===== src/rtl/fp_addsub_arbiter.sv =====
// fp_addsub_arbiter
// Round-robin front end that shares one in-order FP32 adder/subtracter among
// NREQ clients. Stage p0 arbitrates and sign-adjusts operand B combinationally.
// Stage p1 registers the chosen operation toward the adder. The requester tag
// goes into an in-order FIFO, so each adder result is steered back to the
// client that issued it.
module fp_addsub_arbiter #(
  parameter int NREQ    = 4,
  parameter int MAX_OUT = 4,
  parameter int TAGW    = 2
) (
  input  logic                 clk,
  input  logic                 rst,
  input  logic [NREQ-1:0]      req_vld,
  output logic [NREQ-1:0]      req_rdy,
  input  logic [NREQ*32-1:0]   req_a,
  input  logic [NREQ*32-1:0]   req_b,
  input  logic [NREQ-1:0]      req_sub,
  output logic [NREQ-1:0]      rsp_vld,
  output logic [31:0]          rsp_res,
  output logic                 rsp_ovf,
  output logic [31:0]          add_a,
  output logic [31:0]          add_b,
  output logic                 add_vld,
  input  logic [31:0]          add_res,
  input  logic                 add_res_vld,
  input  logic                 add_ovf,
  output logic                 busy,
  output logic                 err
);

  localparam int DATA_W = 32;
  localparam int CNTW   = $clog2(MAX_OUT + 1);
  localparam int AW     = (MAX_OUT > 1) ? $clog2(MAX_OUT) : 1;

  // First requesting index at or after base, wrapping around; one-hot result.
  function automatic logic [NREQ-1:0] rr_pick(input logic [NREQ-1:0] vld,
                                               input logic [TAGW-1:0] base);
    logic [NREQ-1:0] g;
    logic            found;
    int              j;
    g     = '0;
    found = 1'b0;
    for (int k = 0; k < NREQ; k++) begin
      j = int'(base) + k;
      if (j >= NREQ) j = j - NREQ;
      if (!found && vld[j]) begin
        g[j]  = 1'b1;
        found = 1'b1;
      end
    end
    return g;
  endfunction

  // Binary index of a one-hot vector (zero when nothing is set).
  function automatic logic [TAGW-1:0] onehot_idx(input logic [NREQ-1:0] oh);
    logic [TAGW-1:0] idx;
    idx = '0;
    for (int i = 0; i < NREQ; i++) begin
      if (oh[i]) idx = idx | TAGW'(i);
    end
    return idx;
  endfunction

  // One-hot decode of a requester index.
  function automatic logic [NREQ-1:0] idx_onehot(input logic [TAGW-1:0] idx);
    logic [NREQ-1:0] oh;
    oh = '0;
    for (int i = 0; i < NREQ; i++) begin
      if (int'(idx) == i) oh[i] = 1'b1;
    end
    return oh;
  endfunction

  // Subtraction is addition with B negated: only the sign bit changes, so
  // NaN payloads, infinities and zeros pass through otherwise untouched.
  function automatic logic [DATA_W-1:0] sign_adjust(input logic [DATA_W-1:0] b,
                                                    input logic              sub);
    return sub ? {~b[DATA_W-1], b[DATA_W-2:0]} : b;
  endfunction

  // Round-robin pointer advance with wrap at NREQ (NREQ need not be 2^n).
  function automatic logic [TAGW-1:0] rr_next(input logic [TAGW-1:0] idx);
    return (int'(idx) == NREQ - 1) ? '0 : idx + TAGW'(1);
  endfunction

  // FIFO pointer advance with wrap at MAX_OUT.
  function automatic logic [AW-1:0] fifo_next(input logic [AW-1:0] p);
    return (int'(p) == MAX_OUT - 1) ? '0 : p + AW'(1);
  endfunction

  logic [TAGW-1:0]   ptr;
  logic [CNTW-1:0]   cnt;
  logic [AW-1:0]     wr_ptr;
  logic [AW-1:0]     rd_ptr;
  logic [TAGW-1:0]   tag_mem [MAX_OUT];

  logic              credit_p0;
  logic              issue_p0;
  logic              pop_p0;
  logic [TAGW-1:0]   tag_p0;
  logic [TAGW-1:0]   head_p0;
  logic [DATA_W-1:0] a_p0;
  logic [DATA_W-1:0] b_p0;

  // ---- stage p0: arbitration, operand select, return bookkeeping ----
  // Credits come only from the registered count, never from this cycle's
  // returning result, so the grant path stays short.
  assign credit_p0 = (cnt < CNTW'(MAX_OUT));
  assign req_rdy   = credit_p0 ? rr_pick(req_vld, ptr) : '0;
  assign issue_p0  = |req_rdy;
  assign tag_p0    = onehot_idx(req_rdy);
  assign head_p0   = tag_mem[rd_ptr];
  // A result with nothing outstanding is dropped and flagged, never popped.
  assign pop_p0    = add_res_vld && (cnt != '0);
  assign busy      = (cnt != '0);

  // One-hot mux of the granted requester's operands, B sign-adjusted.
  always_comb begin
    a_p0 = '0;
    b_p0 = '0;
    for (int i = 0; i < NREQ; i++) begin
      if (req_rdy[i]) begin
        a_p0 = req_a[i*DATA_W +: DATA_W];
        b_p0 = sign_adjust(req_b[i*DATA_W +: DATA_W], req_sub[i]);
      end
    end
  end

  // ---- stage p1: registered issue, tag FIFO and response ----
  // Tag storage: only the pointers need reset, the contents are don't-care.
  always_ff @(posedge clk) begin
    if (issue_p0) tag_mem[wr_ptr] <= tag_p0;
  end

  // Arbitration pointer, outstanding count, FIFO pointers and error flag.
  always_ff @(posedge clk) begin
    if (rst) begin
      ptr    <= '0;
      cnt    <= '0;
      wr_ptr <= '0;
      rd_ptr <= '0;
      err    <= 1'b0;
    end else begin
      if (issue_p0) begin
        ptr    <= rr_next(tag_p0);
        wr_ptr <= fifo_next(wr_ptr);
      end
      if (pop_p0) rd_ptr <= fifo_next(rd_ptr);
      if (issue_p0 && !pop_p0)      cnt <= cnt + CNTW'(1);
      else if (!issue_p0 && pop_p0) cnt <= cnt - CNTW'(1);
      if (add_res_vld && (cnt == '0)) err <= 1'b1;
    end
  end

  // Adder-side issue register: strobe pulses per issue, operands hold otherwise.
  always_ff @(posedge clk) begin
    if (rst) begin
      add_vld <= 1'b0;
      add_a   <= '0;
      add_b   <= '0;
    end else begin
      add_vld <= issue_p0;
      if (issue_p0) begin
        add_a <= a_p0;
        add_b <= b_p0;
      end
    end
  end

  // Client-side response register: strobe to the head tag's owner, data holds.
  always_ff @(posedge clk) begin
    if (rst) begin
      rsp_vld <= '0;
      rsp_res <= '0;
      rsp_ovf <= 1'b0;
    end else begin
      rsp_vld <= pop_p0 ? idx_onehot(head_p0) : '0;
      if (pop_p0) begin
        rsp_res <= add_res;
        rsp_ovf <= add_ovf;
      end
    end
  end

endmodule


===== config.mk =====
export PLATFORM = sky130hd
export DESIGN_NAME = fp_addsub_arbiter
export DESIGN_NICKNAME = d
export VERILOG_FILES = /design/src/rtl/fp_addsub_arbiter.sv
export SDC_FILE = /design/constraint.sdc
export NUM_CORES = 1
export LEC_CHECK = 0
export ABC_CLOCK_PERIOD_IN_PS = 4300
export CORE_AREA = 2 2 157 159
export CTS_BUF_LIST = sky130_fd_sc_hd__clkbuf_4
export DETAILED_ROUTE_END_ITERATION = 7
export DIE_AREA = 0 0 159 161
export PLACE_DENSITY = 0.6
export SYNTH_ARGS = -nofsm -noshare
export SYNTH_HDL_FRONTEND = slang
export SYNTH_SLANG_ARGS = --single-unit

===== constraint.sdc =====
create_clock -name clk -period 4.3 [get_ports clk]
set_clock_uncertainty 0.05 [all_clocks]
set_input_delay 0.86 -clock clk [delete_from_list [all_inputs] [get_ports clk]]
set_output_delay 0.86 -clock clk [all_outputs]
set_load 0.03 [all_outputs]

* Word-level counts from Yosys, hierarchy flattened
Memory sizes are Yosys's and may differ from the RTL's. A register that Yosys moved wholly into a read port is not among the register bits.
Cells that the tools add are included.
** Storage, ports and cells
- Memory bits (writable) :: 8
- Register bits after elaboration :: 112
- Memories kept :: 1
- Input bits :: 300
** Memory list
- tag_mem :: words 4, bits a word 2, rd ports 1, clocked after Yosys merged registers in 1, wr ports 1, line 96 : logic [TAGW-1:0] tag_mem [MAX_OUT];
** Cells by class
- Reductions and logical operators :: 22
- Order comparisons :: 13
- Multiplexer cells :: 60
- Add/sub/neg operators :: 12
- Bitwise gates (word level) :: 8
- Equality and inequality tests :: 6
** Operators by type and width (number)
- two-way mux 32 bit :: 16
- greater-or-equal comparator 32 x 1 -> 1 bit (second input constant) :: 4
- less-than comparator 32 x 4 -> 1 bit (second input constant) :: 4
- two-way mux 1 bit :: 22
- two-way mux 4 bit :: 5
- two-way mux 2 bit :: 7
- bitwise OR 4 bit :: 3
- subtractor 3 x 3 -> 4 bit (second input constant) :: 3
- logical AND 1 bit :: 11
- greater-or-equal comparator 3 bit (second input constant) :: 3
- binary-select mux 1 bit (select 2 bit) :: 4
- demux 1 bit (select 2 bit) :: 4
- equality test 2 x 1 -> 1 bit (second input constant) :: 4
- adder 2 x 1 -> 2 bit (second input constant) :: 3
- adder 2 x 2 -> 3 bit (second input constant) :: 2
- two-way mux 3 bit :: 2
- logical NOT 1 bit :: 5
- NOT 1 bit :: 5
- equality test 2 bit (second input constant) :: 2
- OR reduction 4 bit :: 1
- subtractor 2 x 3 -> 4 bit (second input constant) :: 1
- adder 2 x 1 -> 3 bit (second input constant) :: 1
- adder 3 x 1 -> 3 bit (second input constant) :: 1
- greater-or-equal comparator 2 x 3 -> 1 bit (second input constant) :: 1
- 7 further kinds :: 7

* Depth between registers and ports, before layout
- Depth in word-level cells :: 21
- Gate-level depth with buffers :: 16
- Mapped depth without buffers :: 13

* Least setup slack after synthesis
Ideal clock, no wire load.
- Path type :: register to register
- Start point :: register ptr[0]
- End point :: register cnt[2]
- Setup time :: 0.070 ns
- Path slack :: 0.352 ns
- Period minus slack after synthesis :: 3.948 ns
- Arrival :: 3.828 ns
- Cell stages (with the launch flop) :: 17
- Required time :: 4.180 ns
- Path through :: dfxtp_1 > buf_6 > inv_1 > ha_1 > or3b_1 > a2111o_1 > a21boi_1 > nor2_2 > a41oi_4 > buf_6 > buf_2 > ha_1 > inv_1 > fa_1 > xor2_1 > or3_1 > a21oi_1
** On the way
- Word-level cells in the longest chain between the ends :: 20
- Elaborated cells between the ends (all ways) :: 70
- Those cells by class :: add/sub (7); order compare (12); mux (33); bitwise (3); reduce/logical (15)
** RTL lines
- from (decl) :: line 92 : logic [TAGW-1:0] ptr;
- from (signal assigned) :: line 146 : ptr <= rr_next(tag_p0);
- parallel branches: the longest is 14 deep, another holds greater-or-equal comparator 32 x 1 -> 1 bit
- two-way mux 4 bit * :: line 47 : if (!found && vld[j]) begin
- two-way mux 4 bit * :: line 110 : assign req_rdy = credit_p0 ? rr_pick(req_vld, ptr) : '0;
- OR reduction 4 bit * :: line 111 : assign issue_p0 = |req_rdy;
- net issue_p0 :: line 99 : logic issue_p0;
- logical NOT 1 bit :: line 151 : else if (!issue_p0 && pop_p0) cnt <= cnt - CNTW'(1);
- logical AND 1 bit :: line 151
- nonzero test 2 bit (no source line)
- to (signal assigned) :: line 150 : if (issue_p0 && !pop_p0) cnt <= cnt + CNTW'(1);
- to (signal assigned) :: line 151
- to (decl) :: line 93 : logic [CNTW-1:0] cnt;
Mark *: on every way through the listed nets, which the timed path passes. The select of a mux whose other input is x is not followed.
A chain may end at the register's enable or synchronous reset.

* Worst setup path in the final report
- Start point :: input port req_vld[2]
- End point :: output port req_rdy[3]
** On the way
- Word-level cells in the longest chain between the ends :: 14
- Elaborated cells between the ends (all ways) :: 29
- Those cells by class :: mux (20); bitwise (3); reduce/logical (6)
** RTL lines
- from (decl) :: line 14 : input logic [NREQ-1:0] req_vld,
- binary-select mux 1 bit (select 2 bit) :: line 47
- two-way mux 1 bit (implied by the code) (2 in series) :: line 47
- two-way mux 1 bit :: line 47
- logical NOT 1 bit :: line 47
- logical AND 1 bit :: line 47
- two-way mux 1 bit :: line 47
- logical NOT 1 bit :: line 47
- logical AND 1 bit :: line 47
- two-way mux 1 bit :: line 47
- logical NOT 1 bit :: line 47
- logical AND 1 bit :: line 47
- two-way mux 4 bit * :: line 47
- two-way mux 4 bit * :: line 110
- to (decl) :: line 15 : output logic [NREQ-1:0] req_rdy,
Mark *: on every way between the ends. The rest lies on a longest branch, timed or not. The select of a mux whose other input is x is not followed.

==> results.json <==
{
  "crit_path_max_fanout": 9,
  "worstSetupPathType": "input port to primary output",
  "grt_antenna_before_repair": 3,
  "synth_xor_area_share_pct": 0.9788,
  "final_util_pct": 45.91,
  "slew_headroom_pct": 20.01,
  "hpwl_mm": 19.47,
  "worst_pin_slew_ns": 1.199,
  "drive_gt1_share_pct": 7.291,
  "synth_cell_types": 58,
  "gp_congestion": 0.8292,
  "async_reset_ff_share_pct": 0,
  "fin_ws_ns": 0.2379,
  "route.detailed.drc": 0,
  "switching_share_pct": 46.11,
  "num_rows": 57,
  "crit_required_ns": 3.39,
  "crit_arrival_ns": 3.15,
  "fmax_mhz": 246.2,
  "viasPerCell": 4.989,
  "cts-root-buf": "clkbuf_4",
  "cap_violations": 0,
  "clk_pin_slew_ns": 0.10,
  "dp.cells": 1403,
  "fin_crit_ns": 4.062,
  "fillers": 2393,
  "layout_common_cells": "402 x clkdlybuf4s50_1, 114 x dfxtp_1, 112 x nand2_1, 76 x a21oi_1, 49 x o2bb2ai_1",
  "synth_compound_area_share_pct": 32.38,
  "initialDrtViolationCount": 525,
  "hold_viol": 0,
  "design.die.area_mm2": 0.02560,
  "p_clk_share_pct": 13.1,
  "avgSynthCellArea_um2": 8.736,
  "yosysWarnings": 0,
  "place_ws_ns": -0.04441,
  "cts_tree": "built",
  "setup_viol": 0,
  "clockBufferDepth": 2,
  "max-vdd-ir-drop_v": 0.0003913,
  "internal-power_w": 0.004189,
  "rsz0062_at_grt": "false",
  "synthCells": 717,
  "ys_seq_area_share_pct": 40.27,
  "vias": 7174,
  "syn_area_mm2": 0.006264,
  "post_cts_resized": 0,
  "final_common_cell": "clkdlybuf4s50_1",
  "grt_max_degree": 65,
  "postCtsSetupBuffers": 0,
  "synth-simple-area-share_pct": 14.78,
  "drv_slew": 0,
  "start_util_pct": 26.14,
  "h-tree-depth": 4,
  "p_leak_nw": 3.854,
  "finalCritPeriodShare_pct": 94.47,
  "core_mm2": 0.02396,
  "yosys_most_used_dff": "dfxtp_1",
  "drt_pre_antenna_iters": 4,
  "min-delay-path-class": "flop to flop",
  "synth_top_area_share_pct": 36.44,
  "synth_seq_cells": 122,
  "setup.worst_path.end_class": "primary output",
  "portBuffers": 407,
  "die_h_um": 161,
  "synthToLayoutAreaGrowth_pct": 75.63,
  "whs_ns": 0.4093,
  "grt_pass1_vias": 7147,
  "power_density_mw_per_mm2": 706.5,
  "placed_cell_area_mm2": 0.01064,
  "p_seq_share_pct": 21.8,
  "ant_nets": 0,
  "worstSetupStartpointType": "input port",
  "syn_nets": 1028,
  "synth_top_family_by_area": "compound AO/OA/AOI/OAI gates",
  "cts_hold_buf": 0,
  "wl_mm": 26.90,
  "combinationalPowerShare_pct": 65.1,
  "synth_top_area_cell": "dfxtp_1",
  "grt_usage_pct": 20.54,
  "power_switching_w": 0.003584,
  "synth_edf_count": 8,
  "cts_sinks": 122,
  "ys_top_cells_by_area": "dfxtp_1 36%, o2bb2ai_1 6.9%, nand2_1 6.7%, a21oi_1 6.1%, a31oi_1 3.9%",
  "nNetsFinal": 1409,
  "insertion_delay_ns": 0.51,
  "grt_pass1_wl_mm": 40.90,
  "status": "finished, final reports clean",
  "synth.area.mux_share_pct": 2.637,
  "cts_buffers": 17,
  "fp.dieW_um": 159,
  "finalInstanceArea_mm2": 0.01100,
  "routedWlPerCell_um": 18.71,
  "final_cells": 1438,
  "overflow": 0,
  "io_pins": 408,
  "synthAdderAreaFrac_pct": 2.317
}
[routing by layer]
| layer | vias up | GRT usage [%] | routed length [um] |
|---|---|---|---|
| met3 | 32 | 5.932 | 1926 |
| met4 | 0 | 7.769 | 648 |
| met5 | - | 0 | 0 |
| met1 | 3369 | 24.43 | 11460 |
| met2 | 305 | 35.22 | 12870 |
| li1 | 3468 | - | - |
[cell type report]
cell class / count / area, um2 / share of cell area (%)
clock buffer: 18 / 135.1 / 1.228
timing repair buffer: 432 / 4309 / 39.17
clock inverter: 14 / 219.0 / 1.990
tap: 324 / 405.4 / 3.685
sequential: 122 / 2522 / 22.93
multi-input combinational: 512 / 3353 / 30.48
inverter: 13 / 48.80 / 0.4436
antenna: 3 / 7.507 / 0.06824
[worst paths after layout]
kind	startpoint	endpoint	slack, ns	cells past startpoint
worst max register to register	ptr[1]	cnt[2]	0.48	12
worst min-delay path	rsp_res[13]	rsp_res[13]	0.41	2
worst min register to register	rsp_res[13]	rsp_res[13]	0.41	2
worst max-delay path	req_vld[2]	req_rdy[3]	0.24	8
[registers in the layout, summed over array words and instances (netlist names), named ones only]
name     count
ptr          2
add_a       32
wr_ptr       2
rsp_vld      4
add_b       32
err          1
add_vld      1
tag_mem      8
cnt          3
rsp_res     32
rd_ptr       2
rsp_ovf      1
[power groups by stage]
stage                     clock network, W  logic [W]  registers [W]
after global routing               0.00111    0.00549        0.00174
after detailed placement                 0    0.00509        0.00172
after global placement                   0    0.00508        0.00172
after floorplan                          0    0.00291        0.00220
after CTS                          0.00106    0.00512        0.00170
final                              0.00102    0.00506        0.00170
[synthesized netlist by cell type, types with 2 or more instances]
cell and instances:
nand3_1 39, nor2b_1 4, o21ai_1 19, inv_1 13, o22a_1 14, o2bb2ai_1 49, xnor2_1 2, o21ai_0 24
nand2b_1 4, nor2_2 3, nor4b_1 2, buf_2 23, a221o_1 15, ha_1 10, or3b_1 2, clkbuf_1 30
a21oi_1 76, edfxtp_1 8, a21o_1 2, nor2_1 9, buf_1 2, mux2i_1 3, a221oi_1 11, and2_1 7
nand2_1 112, nor3_1 5, buf_6 5, a31oi_1 39, dfxtp_1 114, mux4_2 6, buf_4 10, a32o_1 15
o221ai_1 11, xor2_1 5
[logic make-up (layout without fill, tap and decap cells)]
group	count (synthesis)	count (layout)
xor+xnor	7	7
compound gates	286	286
mux	9	9
fa+ha+maj	11	11
buf+inv	83	477
flops	122	122
simple gates	199	199
other cells	0	3
[through the flow]
stage,total power (W),setup TNS [ns]
after floorplan,0.005119,0
after global placement,0.006796,0
after detailed placement,0.006815,-0.3443
after CTS,0.007886,0
after global routing,0.008343,0
final,0.007772,0
[critical path, stage by stage]
cell             delay, ns
clkdlybuf4s50_1       0.62
or3b_1                0.38
a2111o_1              0.49
a21boi_1              0.27
buf_4                 0.17
o21ai_4               0.09
clkinv_1              0.13
buf_12                0.13
Power figures use the tool's default switching activity.
